## src/rtl/pc_fetch_unit_pkg.sv

```systemverilog
// Shared types and constants for the instruction fetch stage: FSM states,
// next-PC select codes, instruction width and the default reset PC.
package pc_fetch_unit_pkg;

  localparam int unsigned InstrWidth = 32;
  localparam logic [InstrWidth-1:0] DefaultResetPc = 32'h0000_0000;

  typedef enum logic [1:0] {
    StIdle     = 2'b00,
    StFetch    = 2'b01,
    StRedirect = 2'b10
  } fetch_state_e;

  typedef enum logic [1:0] {
    PcHold   = 2'b00,
    PcIncr   = 2'b01,
    PcTarget = 2'b10
  } pc_sel_e;

  // Branch targets are forced onto a word boundary.
  function automatic logic [InstrWidth-1:0] align_word(input logic [InstrWidth-1:0] addr);
    return addr & ~InstrWidth'(3);
  endfunction

endpackage

```

## src/rtl/pc_fetch_unit_if.sv

```systemverilog
// Instruction-memory request bus: single-cycle request/ready handshake with
// read data returned in the accepting cycle.
interface pc_fetch_unit_if;
  import pc_fetch_unit_pkg::*;

  logic                  imem_req;
  logic [InstrWidth-1:0] imem_addr;
  logic                  imem_ready;
  logic [InstrWidth-1:0] imem_rdata;

  modport master (
    output imem_req,
    output imem_addr,
    input  imem_ready,
    input  imem_rdata
  );

  modport slave (
    input  imem_req,
    input  imem_addr,
    output imem_ready,
    output imem_rdata
  );

endinterface

```

## src/rtl/pc_fetch_unit_pc_next_sel.sv

```systemverilog
// Combinational next-PC mux: hold, sequential increment (modulo 2^32) or the
// word-aligned redirect target.
module pc_next_sel
  import pc_fetch_unit_pkg::*;
#(
  parameter int unsigned PcStep = 4
) (
  input  logic [InstrWidth-1:0] pc_i,
  input  logic [InstrWidth-1:0] target_i,
  input  pc_sel_e               sel_i,
  output logic [InstrWidth-1:0] pc_next_o
);

  always_comb begin
    pc_next_o = pc_i;
    unique case (sel_i)
      PcHold:   pc_next_o = pc_i;
      PcIncr:   pc_next_o = pc_i + PcStep;
      PcTarget: pc_next_o = align_word(target_i);
      default:  pc_next_o = pc_i;
    endcase
  end

endmodule

```

## src/rtl/pc_fetch_unit.sv

```systemverilog
// Instruction fetch stage: PC register, IDLE/FETCH/REDIRECT FSM and IF/ID register.
// Define PC_FETCH_DELAY_SLOT_EN to keep the IF/ID instruction across a branch.
module pc_fetch_unit
  import pc_fetch_unit_pkg::*;
#(
  parameter logic [InstrWidth-1:0] RESET_PC = DefaultResetPc,
  parameter int unsigned           PC_STEP  = 4
) (
  input  logic                  clk,
  input  logic                  rst_n,
  input  logic                  branch_taken,
  input  logic [InstrWidth-1:0] branch_target,
  input  logic                  stall,
  pc_fetch_unit_if.master       imem,
  output logic                  if_valid,
  output logic [InstrWidth-1:0] if_instr,
  output logic [InstrWidth-1:0] if_pc
);

  fetch_state_e          state_q, state_d;
  logic [InstrWidth-1:0] pc_q, pc_d;
  logic                  if_valid_q, if_valid_d;
  logic [InstrWidth-1:0] if_instr_q, if_instr_d;
  logic [InstrWidth-1:0] if_pc_q, if_pc_d;

  logic    req;
  logic    redirect;
  logic    fetch_done;
  pc_sel_e pc_sel;

  // FSM next state and request generation.
  always_comb begin
    state_d  = state_q;
    req      = 1'b0;
    redirect = 1'b0;
    unique case (state_q)
      StIdle: begin
        state_d = StFetch;
      end
      StFetch: begin
        req = !(if_valid_q && stall) && !branch_taken;
        if (branch_taken) begin
          redirect = 1'b1;
          state_d  = StRedirect;
        end
      end
      StRedirect: begin
        redirect = branch_taken;
        state_d  = branch_taken ? StRedirect : StFetch;
      end
      default: begin
        state_d = StIdle;
      end
    endcase
  end

  // req is already low in a branch cycle, so a ready there is discarded.
  assign fetch_done = req && imem.imem_ready;

  always_comb begin
    pc_sel = PcHold;
    if (redirect) begin
      pc_sel = PcTarget;
    end else if (fetch_done) begin
      pc_sel = PcIncr;
    end
  end

  pc_next_sel #(
    .PcStep(PC_STEP)
  ) u_pc_next_sel (
    .pc_i     (pc_q),
    .target_i (branch_target),
    .sel_i    (pc_sel),
    .pc_next_o(pc_d)
  );

  // IF/ID register next state.
  always_comb begin
    if_valid_d = if_valid_q;
    if_instr_d = if_instr_q;
    if_pc_d    = if_pc_q;
    if (redirect) begin
`ifdef PC_FETCH_DELAY_SLOT_EN
      // Delay-slot instruction stays put; ID still consumes it when not stalled.
      if (!stall) begin
        if_valid_d = 1'b0;
      end
`else
      if_valid_d = 1'b0;
`endif
    end else if (fetch_done) begin
      if_valid_d = 1'b1;
      if_instr_d = imem.imem_rdata;
      if_pc_d    = pc_q;
    end else if (if_valid_q && !stall) begin
      if_valid_d = 1'b0;
    end
  end

  always_ff @(posedge clk or negedge rst_n) begin
    if (!rst_n) begin
      state_q    <= StIdle;
      pc_q       <= RESET_PC;
      if_valid_q <= 1'b0;
      if_instr_q <= '0;
      if_pc_q    <= '0;
    end else begin
      state_q    <= state_d;
      pc_q       <= pc_d;
      if_valid_q <= if_valid_d;
      if_instr_q <= if_instr_d;
      if_pc_q    <= if_pc_d;
    end
  end

  assign imem.imem_req  = req;
  assign imem.imem_addr = pc_q;
  assign if_valid       = if_valid_q;
  assign if_instr       = if_instr_q;
  assign if_pc          = if_pc_q;

endmodule

```

## src/flat_wrapper.sv

```systemverilog
// flat-port wrapper written by rule: the top's interface ports become plain ports
module pc_fetch_unit_flat import pc_fetch_unit_pkg::*;
#(
  parameter logic [InstrWidth-1:0] RESET_PC = DefaultResetPc,
  parameter int unsigned           PC_STEP  = 4
)
  (clk, rst_n, branch_taken, branch_target, stall, if_valid, if_instr, if_pc, imem_imem_req, imem_imem_addr, imem_imem_ready, imem_imem_rdata);
  pc_fetch_unit_if imem_i ();
  input  logic clk;
  input  logic rst_n;
  input  logic branch_taken;
  input  logic [InstrWidth-1:0] branch_target;
  input  logic stall;
  output logic if_valid;
  output logic [InstrWidth-1:0] if_instr;
  output logic [InstrWidth-1:0] if_pc;
  output wire logic [$bits(imem_i.imem_req)-1:0] imem_imem_req;
  output wire logic [$bits(imem_i.imem_addr)-1:0] imem_imem_addr;
  input wire logic [$bits(imem_i.imem_ready)-1:0] imem_imem_ready;
  input wire logic [$bits(imem_i.imem_rdata)-1:0] imem_imem_rdata;
  assign imem_imem_req = imem_i.imem_req;
  assign imem_imem_addr = imem_i.imem_addr;
  assign imem_i.imem_ready = imem_imem_ready;
  assign imem_i.imem_rdata = imem_imem_rdata;
  pc_fetch_unit #(.RESET_PC(RESET_PC), .PC_STEP(PC_STEP)) u_core (.clk(clk), .rst_n(rst_n), .branch_taken(branch_taken), .branch_target(branch_target), .stall(stall), .imem(imem_i), .if_valid(if_valid), .if_instr(if_instr), .if_pc(if_pc));
endmodule
```

## config.mk

```make
export PLATFORM = sky130hd
export DESIGN_NAME = pc_fetch_unit_flat
export DESIGN_NICKNAME = d
export VERILOG_FILES = /design/src/rtl/pc_fetch_unit_pkg.sv /design/src/rtl/pc_fetch_unit_if.sv /design/src/rtl/pc_fetch_unit_pc_next_sel.sv /design/src/rtl/pc_fetch_unit.sv /design/src/flat_wrapper.sv
export SDC_FILE = /design/constraint.sdc
export NUM_CORES = 1
export LEC_CHECK = 0
export BUFFER_PORTS_ARGS = -buffer_cell sky130_fd_sc_hd__buf_2
export CAP_MARGIN = 20
export CORE_UTILIZATION = 40
export CTS_CLUSTER_DIAMETER = 100
export CTS_CLUSTER_SIZE = 14
export DETAILED_ROUTE_END_ITERATION = 7
export PLACE_DENSITY = 0.79
export SLEW_MARGIN = 20
export SYNTH_ARGS = -nofsm -noshare
export SYNTH_HDL_FRONTEND = slang
export SYNTH_SLANG_ARGS = --single-unit
```

## constraint.sdc

```tcl
create_clock -name clk -period 3.9 [get_ports clk]
set_input_delay 0.195 -clock clk [delete_from_list [all_inputs] [get_ports clk]]
set_output_delay 0.195 -clock clk [all_outputs]
set_load 0.02 [all_outputs]
```

==> impl_metrics.yaml <==
run_status:
  status: "complete, but fails checks"
  violations: "hold timing"
worst_setup_path:
  path_buf_inv: 1
  r2r_cells: 7
  crit_slowest_cell: "or3_1"
  cp.required_ps: 4190
  cp_slowest_stage_delay_ps: 650
  worstPathMaxFanout: 37
  worst_r2r_endpoint: "u_core.imem.imem_addr[20]"
  ff2ff_setup_slack_ps: 1100
  r2r-start: "u_core.state_q[1]"
  crit_chain: "inv_1, ha_1, nor2b_2, nand3_4, or3_1, or4_1, nand3_1"
  start_kind: "flip-flop"
  critPathTopFamily: "simple AND/OR/NAND/NOR gates"
  worstSetupStartpoint: "u_core.state_q[1]"
  cp-end-kind: "flip-flop"
  critical_path_class: "reg -> reg"
  arrival_ps: 3090
drt:
  post_drt_wl_per_cell_um: 15.2
  via_per_inst: 5.14
  drtIter0Drc: 238
  wl_um: 11700
  vias: 3965
  drc_errors: 0
  dr.pass1.iters: 4
  ant_nets: 0
power_and_ir_drop:
  p_comb_share_pct: 44.0
  powerDensity_nw_per_um2: 882
  p_int_mw: 2.67
  clkPwrFrac_pct: 16.7
  total_leakage_power_nw: 2.92
  ir_worst_vdd_mv: 0.366
  power_mw: 4.83
  switching_share_pct: 44.7
  pwr-share-seq_pct: 39.3
  power.switching_mw: 2.16
sta:
  fin_crit_ps: 2800
  fin_crit_sh_pct: 71.8
  slew_violations: 0
  fin_skew_ps: 6.02
  worst_pin_slew_ps: 929
  setup_ws_ps: 1100
  setup_viol: 0
  hold_viol: 47
  grt_setup_unrepaired: "no"
  hold_ws_ps: -28.8
  fmax_ghz: 0.357
  relSlewSlack_pct: 38.1
  setup_tns_ps: 0
floorplanning:
  rows: 37
  dieArea_um2: 11200
  start_util_pct: 41.5
  io-pin-count: 167
  fp.dieH_um: 106
  core_area_um2: 10400
  fp.dieW_um: 106
yosys:
  ys_top_cells_by_count: "nand2_1 (211), dfrtp_1 (95), clkbuf_1 (22), nand3_1 (14), o21ai_0 (13)"
  netlist_area_um2: 4320
  yosys.cell_count.top_type: "nand2_1"
  synth_seq_cells: 95
  synth_area_per_cell_um2: 9.00
  yosys.area_share.adder_pct: 1.45
  synthMuxAreaShare_pct: 0.724
  synth_top_family_by_area: "simple AND/OR/NAND/NOR gates"
  ys_types: 44
  synth-edff-count: 0
  post_synth_xor_area_fraction_pct: 0
  yosys_warnings: 0
  yosys.area.top_type_share_pct: 55.0
  synth_cells: 480
  synth.area.top_cells: "dfrtp_1 (55%), nand2_1 (18%), o311ai_0 (2.2%)"
  yosysTopAreaCell: "dfrtp_1"
  ys.flop_type: "dfrtp_1"
  async_reset_ff_share_pct: 100
  synth_compound_area_share_pct: 11.1
  yosys.area_share.simple_pct: 27.9
  synth-seq-area-share_pct: 55.0
cts:
  post_cts_resized: 0
  cts.path.max_buffers: 2
  cts_setup_buffers: 0
  cts_tree: "built"
  clk_latency_ps: 350
  cts-htree-levels: 3
  cts_made_buffers: 9
  clk_pin_slew_ps: 90
  holdBufCountCts: 0
  root_buffer: "clkbuf_8"
  clkSinkCount: 95
placed_design:
  place_congestion: 0.774
  io_buffers: 160
  dp_hpwl_um: 8370
  dp_slack_ps: 1140
grt:
  antenna_found_initial: 0
  grt_max_degree: 73
  grt_overflow_total: 0
  grt_pass1_vias: 3940
  grt_pass1_wl_um: 19100
  grt_use_total_pct: 21.6
min_path:
  hold_path_class: "in -> async"
layout:
  num_antenna_cells: 0
  drive_gt1_share_pct: 30.4
  synthToLayoutAreaGrowth_pct: 26.6
  fin_util_pct: 52.5
  fin_nets: 704
job:
  drv_cap: 0
how the worst max path moves through the flow:
stage               slack [ps]                   endpoint  cells after the start
CTS                       1110  u_core.imem.imem_addr[20]                      7
floorplan                 1680  u_core.imem.imem_addr[30]                      5
global route               910  u_core.imem.imem_addr[20]                      7
global placement          1240  u_core.imem.imem_addr[20]                      7
finish                    1100  u_core.imem.imem_addr[20]                      7
detailed placement        1140  u_core.imem.imem_addr[20]                      7
cells by family (layout without fill, tap and decap cells):
logic type                 Yosys count  after routing
and+or+nand+nor                    277            277
DFF                                 95             95
AOI/OAI and AO/OA                   64             64
buffers and inverters               35            187
adders and majority gates            5              5
muxes                                3              3
other                                1              4
final cells by class:
| cell class | instances | area (µm²) |
|---|---|---|
| Clock inverter | 5 | 104 |
| Sequential cell | 95 | 2380 |
| Inverter | 6 | 22.5 |
| Timing Repair Buffer | 165 | 841 |
| Tap cell | 136 | 170 |
| Clock buffer | 11 | 151 |
| Multi-Input combinational cell | 353 | 1800 |
| Fill cell | 969 | 4950 |
power by group through the flow:
stage	Sequential, mW	Clock, mW	Combinational, mW
2_1_floorplan	2.42	0	0.804
3_3_place_gp	1.87	0	2.07
3_5_place_dp	1.90	0	2.14
4_1_cts	1.89	0.823	2.15
5_1_grt	1.98	0.868	2.33
6_report	1.90	0.804	2.12
layout by cell type (no fill, tap or decap), types with 2 or more instances in the layout:
cell	n
nand2_1	211
buf_2	159
dfrtp_1	95
nand3_1	14
o21ai_0	13
o211ai_1	12
o311ai_0	11
clkbuf_8	11
nor2_1	10
a221o_1	8
nor3_1	7
inv_1	6
nand4_1	6
buf_4	6
ha_1	5
and2_1	4
a21o_1	4
a31oi_1	4
conb_1	4
or4_4	3
and3_1	3
a21oi_1	3
bufinv_16	3
and3_2	2
o311ai_1	2
mux2i_1	2
nand4b_1	2
nor3b_1	2
nor4_1	2
or4_1	2
a211o_1	2
metal layers:
layer  global-route usage (%)  wire length [µm]  up-vias
met1                     26.7              5020     1935
met3                     4.90               641        4
met2                     37.7              5990      102
li1                         -                 -     1924
met5                        0                 0        -
met4                     6.55                80        0
stage by stage:
stage / std cells / area, µm²
2_1_floorplan: 483 / 4330
3_3_place_gp: 755 / 5220
3_5_place_dp: 755 / 5220
4_1_cts: 771 / 5470
5_1_grt: 771 / 5470
6_report: 771 / 5470
registers in the layout (all words and copies together) (netlist names):
register and count:
u_core.if_instr 32, u_core.if_valid 1, u_core.imem.imem_addr 30, u_core.if_pc 30, u_core.state_q 2
Note: power is estimated with default switching activity, not from simulation.
